**src/rtl/fifo_wr_arbiter.sv**
```systemverilog
`default_nettype none
// ============================================================================
// Module      : fifo_wr_arbiter
// Description : Four-requester round-robin write arbiter that feeds a single
//               downstream fifo. Winners keep the write port for up to BURST
//               consecutive words. Grants are combinational and are
//               suppressed while the fifo is full. A saturating counter
//               records backpressure cycles.
// Revision    : 1.0 - initial release
// ============================================================================
module fifo_wr_arbiter #(
    parameter int WIDTH = 8,
    parameter int BURST = 4
) (
    input  logic                 clk,
    input  logic                 rst,
    input  logic [3:0]           req,
    input  logic [4*WIDTH-1:0]   req_data,
    input  logic [3:0]           enable,
    input  logic                 fifo_full,
    output logic [3:0]           gnt,
    output logic                 fifo_wr_en,
    output logic [WIDTH-1:0]     fifo_data,
    output logic [1:0]           owner,
    output logic                 busy,
    output logic [15:0]          stall_cnt
);

    // Beat count value held in r_beat_cnt while the final beat of a burst
    // is being granted.
    localparam logic [3:0] c_LAST_BEAT   = 4'(BURST - 1);
    // A single-word burst never leaves IDLE; every grant rotates at once.
    localparam bit         c_SINGLE_BEAT = (BURST == 1);
    localparam logic [15:0] c_STALL_MAX  = 16'hFFFF;

    typedef enum logic [0:0] {
        S_IDLE  = 1'b0,
        S_BURST = 1'b1
    } state_t;

    state_t             r_state;
    logic [1:0]         r_rr_ptr;
    logic [1:0]         r_owner;
    logic [3:0]         r_beat_cnt;
    logic               r_busy;
    logic [15:0]        r_stall_cnt;

    logic [3:0]             w_eligible;
    logic [3:0][WIDTH-1:0]  w_words;
    logic [1:0]             w_scan_idx;
    logic [1:0]             w_pick_idx;
    logic                   w_pick_vld;
    logic [1:0]             w_gnt_idx;
    logic                   w_gnt_vld;

    assign w_eligible = req & enable;
    assign w_words    = req_data;

    // Round-robin search: first eligible index at or above rr_ptr, modulo 4.
    // Scanning from the farthest offset down lets the nearest one win.
    always_comb begin
        w_pick_vld = 1'b0;
        w_pick_idx = r_rr_ptr;
        w_scan_idx = r_rr_ptr;
        for (int k = 3; k >= 0; k--) begin
            w_scan_idx = r_rr_ptr + 2'(k);
            if (w_eligible[w_scan_idx]) begin
                w_pick_vld = 1'b1;
                w_pick_idx = w_scan_idx;
            end
        end
    end

    // Grant decision for this cycle; reset and a full fifo both veto it so
    // the fifo can never be written while full or during reset.
    always_comb begin
        w_gnt_vld = 1'b0;
        w_gnt_idx = r_owner;
        if (!rst && !fifo_full) begin
            if (r_state == S_IDLE) begin
                if (w_pick_vld) begin
                    w_gnt_vld = 1'b1;
                    w_gnt_idx = w_pick_idx;
                end
            end else if (w_eligible[r_owner]) begin
                w_gnt_vld = 1'b1;
                w_gnt_idx = r_owner;
            end
        end
    end

    assign gnt        = w_gnt_vld ? (4'b0001 << w_gnt_idx) : 4'b0000;
    assign fifo_wr_en = w_gnt_vld;
    assign fifo_data  = w_gnt_vld ? w_words[w_gnt_idx] : '0;

    // Burst state machine: owner selection, beat counting and rotation.
    always_ff @(posedge clk or posedge rst) begin
        if (rst) begin
            r_state    <= S_IDLE;
            r_rr_ptr   <= 2'd0;
            r_owner    <= 2'd0;
            r_beat_cnt <= 4'd0;
            r_busy     <= 1'b0;
        end else begin
            case (r_state)
                S_IDLE: begin
                    if (w_gnt_vld) begin
                        r_owner    <= w_gnt_idx;
                        r_beat_cnt <= 4'd1;
                        if (c_SINGLE_BEAT) begin
                            r_rr_ptr <= w_gnt_idx + 2'd1;
                        end else begin
                            r_state <= S_BURST;
                            r_busy  <= 1'b1;
                        end
                    end
                end
                S_BURST: begin
                    if (!w_eligible[r_owner]) begin
                        // Owner withdrew mid-burst: this cycle is lost and
                        // the pointer moves past the abandoned owner.
                        r_state  <= S_IDLE;
                        r_busy   <= 1'b0;
                        r_rr_ptr <= r_owner + 2'd1;
                    end else if (!fifo_full) begin
                        r_beat_cnt <= r_beat_cnt + 4'd1;
                        if (r_beat_cnt == c_LAST_BEAT) begin
                            r_state  <= S_IDLE;
                            r_busy   <= 1'b0;
                            r_rr_ptr <= r_owner + 2'd1;
                        end
                    end
                end
                default: begin
                    r_state <= S_IDLE;
                    r_busy  <= 1'b0;
                end
            endcase
        end
    end

    // Backpressure counter: cycles with pending eligible work but a full
    // fifo; saturates rather than wrapping.
    always_ff @(posedge clk or posedge rst) begin
        if (rst) begin
            r_stall_cnt <= 16'd0;
        end else if ((|w_eligible) && fifo_full && (r_stall_cnt != c_STALL_MAX)) begin
            r_stall_cnt <= r_stall_cnt + 16'd1;
        end
    end

    assign owner     = r_owner;
    assign busy      = r_busy;
    assign stall_cnt = r_stall_cnt;

endmodule
`default_nettype wire

```
**config.mk**
```make
export PLATFORM = sky130hd
export DESIGN_NAME = fifo_wr_arbiter
export DESIGN_NICKNAME = d
export VERILOG_FILES = /design/src/rtl/fifo_wr_arbiter.sv
export SDC_FILE = /design/constraint.sdc
export NUM_CORES = 1
export LEC_CHECK = 0
export CORE_ASPECT_RATIO = 0.6
export CORE_UTILIZATION = 41
export DETAILED_ROUTE_END_ITERATION = 6
export HOLD_SLACK_MARGIN = 0.15
export PLACE_DENSITY_LB_ADDON = 0.25
export SYNTH_ARGS = -nofsm -noshare
export SYNTH_HDL_FRONTEND = slang
export SYNTH_SLANG_ARGS = --single-unit
```
**constraint.sdc**
```tcl
create_clock -name clk -period 4 [get_ports clk]
set_clock_uncertainty 0.1 [all_clocks]
set_input_delay 0.6 -clock clk [delete_from_list [all_inputs] [get_ports clk]]
set_output_delay 0.6 -clock clk [all_outputs]
set_load 0.1 [all_outputs]
```
==> results of run 1 <==
[path summary, 6_finish.rpt]
check,slack [ns],startpoint,to,cells past startpoint
worst max register to register,1.69,stall_cnt[0],stall_cnt[15],7
worst min-delay path,0.40,stall_cnt[11],stall_cnt[11],1
worst max-delay path,0.32,req[3],fifo_data[7],8
worst min register to register,0.40,stall_cnt[11],stall_cnt[11],1
min in group asynchronous,0.86,rst,r_beat_cnt[3],2
max in group asynchronous,2.36,rst,stall_cnt[4],2
[worst max-delay path: stages]
cell and delay (ns):
clkdlybuf4s50_1 0.51, nand2_1 0.12, mux4_1 0.54, or2_4 0.28, nor3_4 0.21, a31oi_4 0.19
o22ai_1 0.32, buf_12 0.22
[through the flow]
step	power [mW]	setup slack (ns)
3_3_place_gp	1.31	0.402
4_1_cts	1.54	0.326
5_1_grt	1.60	0.191
3_5_place_dp	1.32	0.336
2_1_floorplan	1.06	-0.511
6_report	1.54	0.317
[cell type report]
type	count	area (um^2)
Multi-Input combinational cell	129	925
Clock buffer	3	41.3
Fill cell	288	1080
Sequential cell	26	651
Inverter	7	26.3
Timing Repair Buffer	77	893
Tap cell	47	58.8
Clock inverter	1	30.0
[logic make-up (layout without fill, tap and decap cells)]
kind of cell	count (synthesis)	in the layout	share of synthesized area (%)
buffers and inverters	9	88	2.57
AO/OA/AOI/OAI	32	32	14.8
flip-flops	26	26	40.5
adder cells (fa/ha/maj)	2	2	1.56
AND/OR/NAND/NOR	60	60	19.1
multiplexers	19	19	12.8
XOR/XNOR	16	16	8.72
[sequential cells by signal (all words and copies together) (netlist names)]
name,cells
r_beat_cnt,4
r_state,1
busy,1
owner,2
r_rr_ptr,2
stall_cnt,16
[Yosys cell counts (3+ instances only)]
library cell	count
dfrtp_1	26
nand2_1	21
mux2i_1	18
xnor2_1	14
nor2_1	11
o22ai_1	8
nand4_1	7
inv_1	6
o21ai_0	6
a21oi_1	4
nor3_1	4
and2_1	3
and3_1	3
nand3_1	3
[where the power goes]
group,leakage (nW),switching (mW),total (mW),internal (mW)
clock,0.0357,0.0861,0.220,0.134
sequential,0.335,0.0835,0.405,0.322
combinational,0.714,0.620,0.913,0.292
total,1.09,0.790,1.54,0.748
[layer usage]
layer / share of wire (%) / GRT usage, %
met4: 0.28 / 2.59
met2: 40 / 29.8
met5: 0 / 0
met3: 4.8 / 4.28
met1: 55 / 38.2
==> results.cfg, run 1 <==
[logic_synthesis]
synth_edf_count = 0
synth_warnings = 0
synth.distinct_cells = 38
ys_seq_area_share_pct = 40.5
synth_top_area_share_pct = 40.5
syn_nets = 209
syn_area_mm2 = 0.00161
ys.flop_type = dfrtp_1
ys_seq_elements = 26
syn-instance-count = 164
synth_async_sr_flop_share_pct = 100
synth_top_area_cell = dfrtp_1
syn_area_per_cell_um2 = 9.80
yosys-top-cells-area = dfrtp_1 40%, mux2i_1 11%, xnor2_1 7.6%, nand2_1 4.9%, o22ai_1 3.1%

[place]
hpwl_um = 3730
numPortBuffers = 74
placed_cell_area_mm2 = 0.00255
dpl.cell_count = 286
globalplace.congestion = 0.804

[layout]
diodes = 0
final_common_cell = clkdlybuf4s50_1
finalNonFillerCells = 290
final_cell_mix = 61 x clkdlybuf4s50_1, 26 x dfrtp_1, 21 x nand2_1, 18 x mux2i_1, 14 x xnor2_1
drive_gt1_share_pct = 14.0
num-nets-final = 289
fin_util_pct = 70.9
syn_to_final_growth_pct = 63.3
fin_area_mm2 = 0.00263

[timing]
tns_ns = 0
finalHoldViolCount = 0
rsz0062_at_grt = no
fmax_ghz = 0.272
period_share_pct = 92.1
final-setup-viol-count = 0
slew_viol_final = 0
worst_pin_slew_ns = 0.989
worst_hold_slack_ns = 0.399
min_period_ns = 3.68
relSlewSlack_pct = 33.9

[clock_tree]
clk_pin_slew_ns = 0.10
ctsLongestPathBuffers = 2
h-tree-depth = 1
cts.sinks = 26
clkLatencyLatePin_ns = 0.27
cts_tree = done
cts_buffers = 3
postCtsSetupBuffers = 0
cts_hold_buf = 0
root_buffer = clkbuf_8
ctsResizeCount = 0

[worst_setup_path]
cp-start-kind = input port
crit_path_end_kind = output pin
crit_arrival_ns = 2.98
setup.worst_path.class = in -> out
crit_path_max_fanout = 10
worstPathRequired_ns = 3.30

[job]
maxCapViolations = 0

[floorplanning]
fp.coreArea_mm2 = 0.00370
die_area_mm2 = 0.00418
die_x_um = 82.8
ios = 75
initial_core_util_pct = 43.4
die_h_um = 50.5
num_rows = 17

[run_status]
status = finished clean

[routing]
drc_errors = 0
via_per_inst = 5.20
routed-via-count = 1507
routed_wl_um = 4560
drt_iter0_markers = 88
wire_per_inst_um = 15.7
ant_nets = 0
drt_pass1_iterations = 5

[global_routing]
grt_pass1_vias = 1390
grtUsageTotal_pct = 22.8
antenna_found_initial = 0
grt_pass1_wl_um = 7380
grt_max_degree = 27
grt_overflow = 0

[power]
ir_worst_vdd_mv = 0.492
p_per_area_mw_per_mm2 = 586
static-leakage-power_nw = 1.09

[worst_hold_path]
hp-class = reg -> reg
Power figures use the tool's default switching activity.
==> inputs of run 2 (changes only) <==
- CORE_ASPECT_RATIO: 0.6 -> 0.9
==> run 2 against run 1 <==
  * Combinational power is 1% lower
  * Critical path depth unchanged
  * Critical path type unchanged
  * First-iteration DRC count down 8.0%
==> results.cfg, run 2 (synthesized netlist as in run 1, its figures left out) <==
[routing]
wire_per_inst_um = 14.9
drt_pass1_iterations = 4
routed-via-count = 1515
drt_iter0_markers = 81
drc_errors = 0
routed_wl_um = 4290
via_per_inst = 5.26
ant_nets = 0

[power]
static-leakage-power_nw = 1.08
p_switching_mw = 0.774
ir_worst_vdd_mv = 0.731
combPwrFrac_pct = 59.5
power_mw = 1.52
clock_power_share_pct = 14.0
switching_share_pct = 50.9
p_seq_share_pct = 26.5
p_per_area_mw_per_mm2 = 581
internal_power_mw = 0.746

[run_status]
status = finished clean

[layout]
drive_gt1_share_pct = 13.6
syn_to_final_growth_pct = 62.7
finalNonFillerCells = 288
diodes = 0
fin_area_mm2 = 0.00262
largest_reg_flops = 16
num-nets-final = 288
fill_cells = 275
final_common_cell = clkdlybuf4s50_1
final_cell_mix = 61 x clkdlybuf4s50_1, 26 x dfrtp_1, 21 x nand2_1, 18 x mux2i_1, 14 x xnor2_1

[clock_tree]
ctsResizeCount = 0
cts.sinks = 26
cts_hold_buf = 0
clkLatencyLatePin_ns = 0.27
h-tree-depth = 1
cts_buffers = 3
root_buffer = clkbuf_8
ctsLongestPathBuffers = 2
clk_pin_slew_ns = 0.08
postCtsSetupBuffers = 0
cts_tree = done

[floorplanning]
fp.coreArea_mm2 = 0.00373
die_area_mm2 = 0.00418
ios = 75
die_h_um = 61.4
die_x_um = 68.0
num_rows = 21
initial_core_util_pct = 43.1

[place]
placed_cell_area_mm2 = 0.00254
dpl.cell_count = 284
globalplace.congestion = 0.796
place_ws_ns = 0.336
hpwl_um = 3360
numPortBuffers = 74

[timing]
fmax_ghz = 0.270
fin_ws_ns = 0.291
worst_hold_slack_ns = 0.382
min_period_ns = 3.71
period_share_pct = 92.7
final-setup-viol-count = 0
slew_viol_final = 0
finalHoldViolCount = 0
rsz0062_at_grt = no
relSlewSlack_pct = 34.0
worst_pin_slew_ns = 0.987

[worst_setup_path]
worstPathRequired_ns = 3.30
cp-start-kind = input port
crit_arrival_ns = 3.01
crit_path_end_kind = output pin
cp_top_family = buffers and inverters
crit_path_max_fanout = 10
path_cells = clkdlybuf4s50_1, nand2_1, mux4_1, or2_4, nor3_4, a31oi_4, o22ai_1, buf_12
crit_buf_inv = 2
ff2ff_setup_slack_ns = 1.79
max_stage_delay_ns = 0.55
setup.worst_path.class = in -> out
cp_slowest_cell = mux4_1

[job]
maxCapViolations = 0

[global_routing]
grt_overflow = 0
grt_pass1_wl_um = 6220
antenna_found_initial = 0
grt_pass1_vias = 1347
grtUsageTotal_pct = 20.1
grt_max_degree = 27

[worst_hold_path]
hp-class = reg -> reg
[run 2: cell types whose count changed in the layout (fill, tap and decap cells not counted), sizes merged]
cell	delta
buf	-1
[run 2: per-stage QoR]
stage / utilization (%) / TNS (ns)
4_1_cts: 70.1 / 0
5_1_grt: 70.1 / 0
3_5_place_dp: 68.2 / 0
2_1_floorplan: - / -4.73
6_report: 70.1 / 0
3_3_place_gp: 68.2 / 0
[run 2: worst reg2reg max path, stage by stage, from the launching register on]
cell	delay, ns
dfrtp_1	0.43
ha_1	0.24
inv_1	0.07
nor2_1	0.08
a31o_2	0.31
nor3_1	0.53
nand4_1	0.21
xnor2_1	0.16
[run 2: final timing paths]
check / to / start / depth (start not counted)
max in group asynchronous: stall_cnt[3] / rst / 2
worst min-delay path: r_beat_cnt[3] / r_beat_cnt[3] / 1
min in group asynchronous: r_state / rst / 2
worst max-delay path: fifo_data[7] / req[2] / 8
worst min register to register: r_beat_cnt[3] / r_beat_cnt[3] / 1
worst max register to register: stall_cnt[11] / stall_cnt[0] / 7
[run 2: metal layers]
| layer | share of wire, % | global-route usage (%) | vias to the layer above |
|---|---|---|---|
| met3 | 3.6 | 4.26 | 8 |
| li1 | - | - | 751 |
| met4 | 1.4 | 6.25 | 0 |
| met5 | 0 | 0 | - |
| met1 | 49 | 29.1 | 721 |
| met2 | 46 | 30.1 | 35 |
[run 2: area by class of cell]
cell class,count,area [um^2],area share [%]
Multi-Input combinational cell,129,925,35.3
Timing Repair Buffer,76,886,33.9
Sequential cell,26,651,24.9
Tap cell,46,57.6,2.20
Clock buffer,3,41.3,1.58
Clock inverter,1,30.0,1.15
Inverter,7,26.3,1.00
[run 2: power groups by stage]
stage	clock [mW]	combinational (mW)	sequential, mW
after floorplan	0	0.353	0.704
after global placement	0	0.898	0.405
after detailed placement	0	0.905	0.404
after CTS	0.218	0.905	0.401
after global routing	0.231	0.940	0.412
final	0.213	0.903	0.403
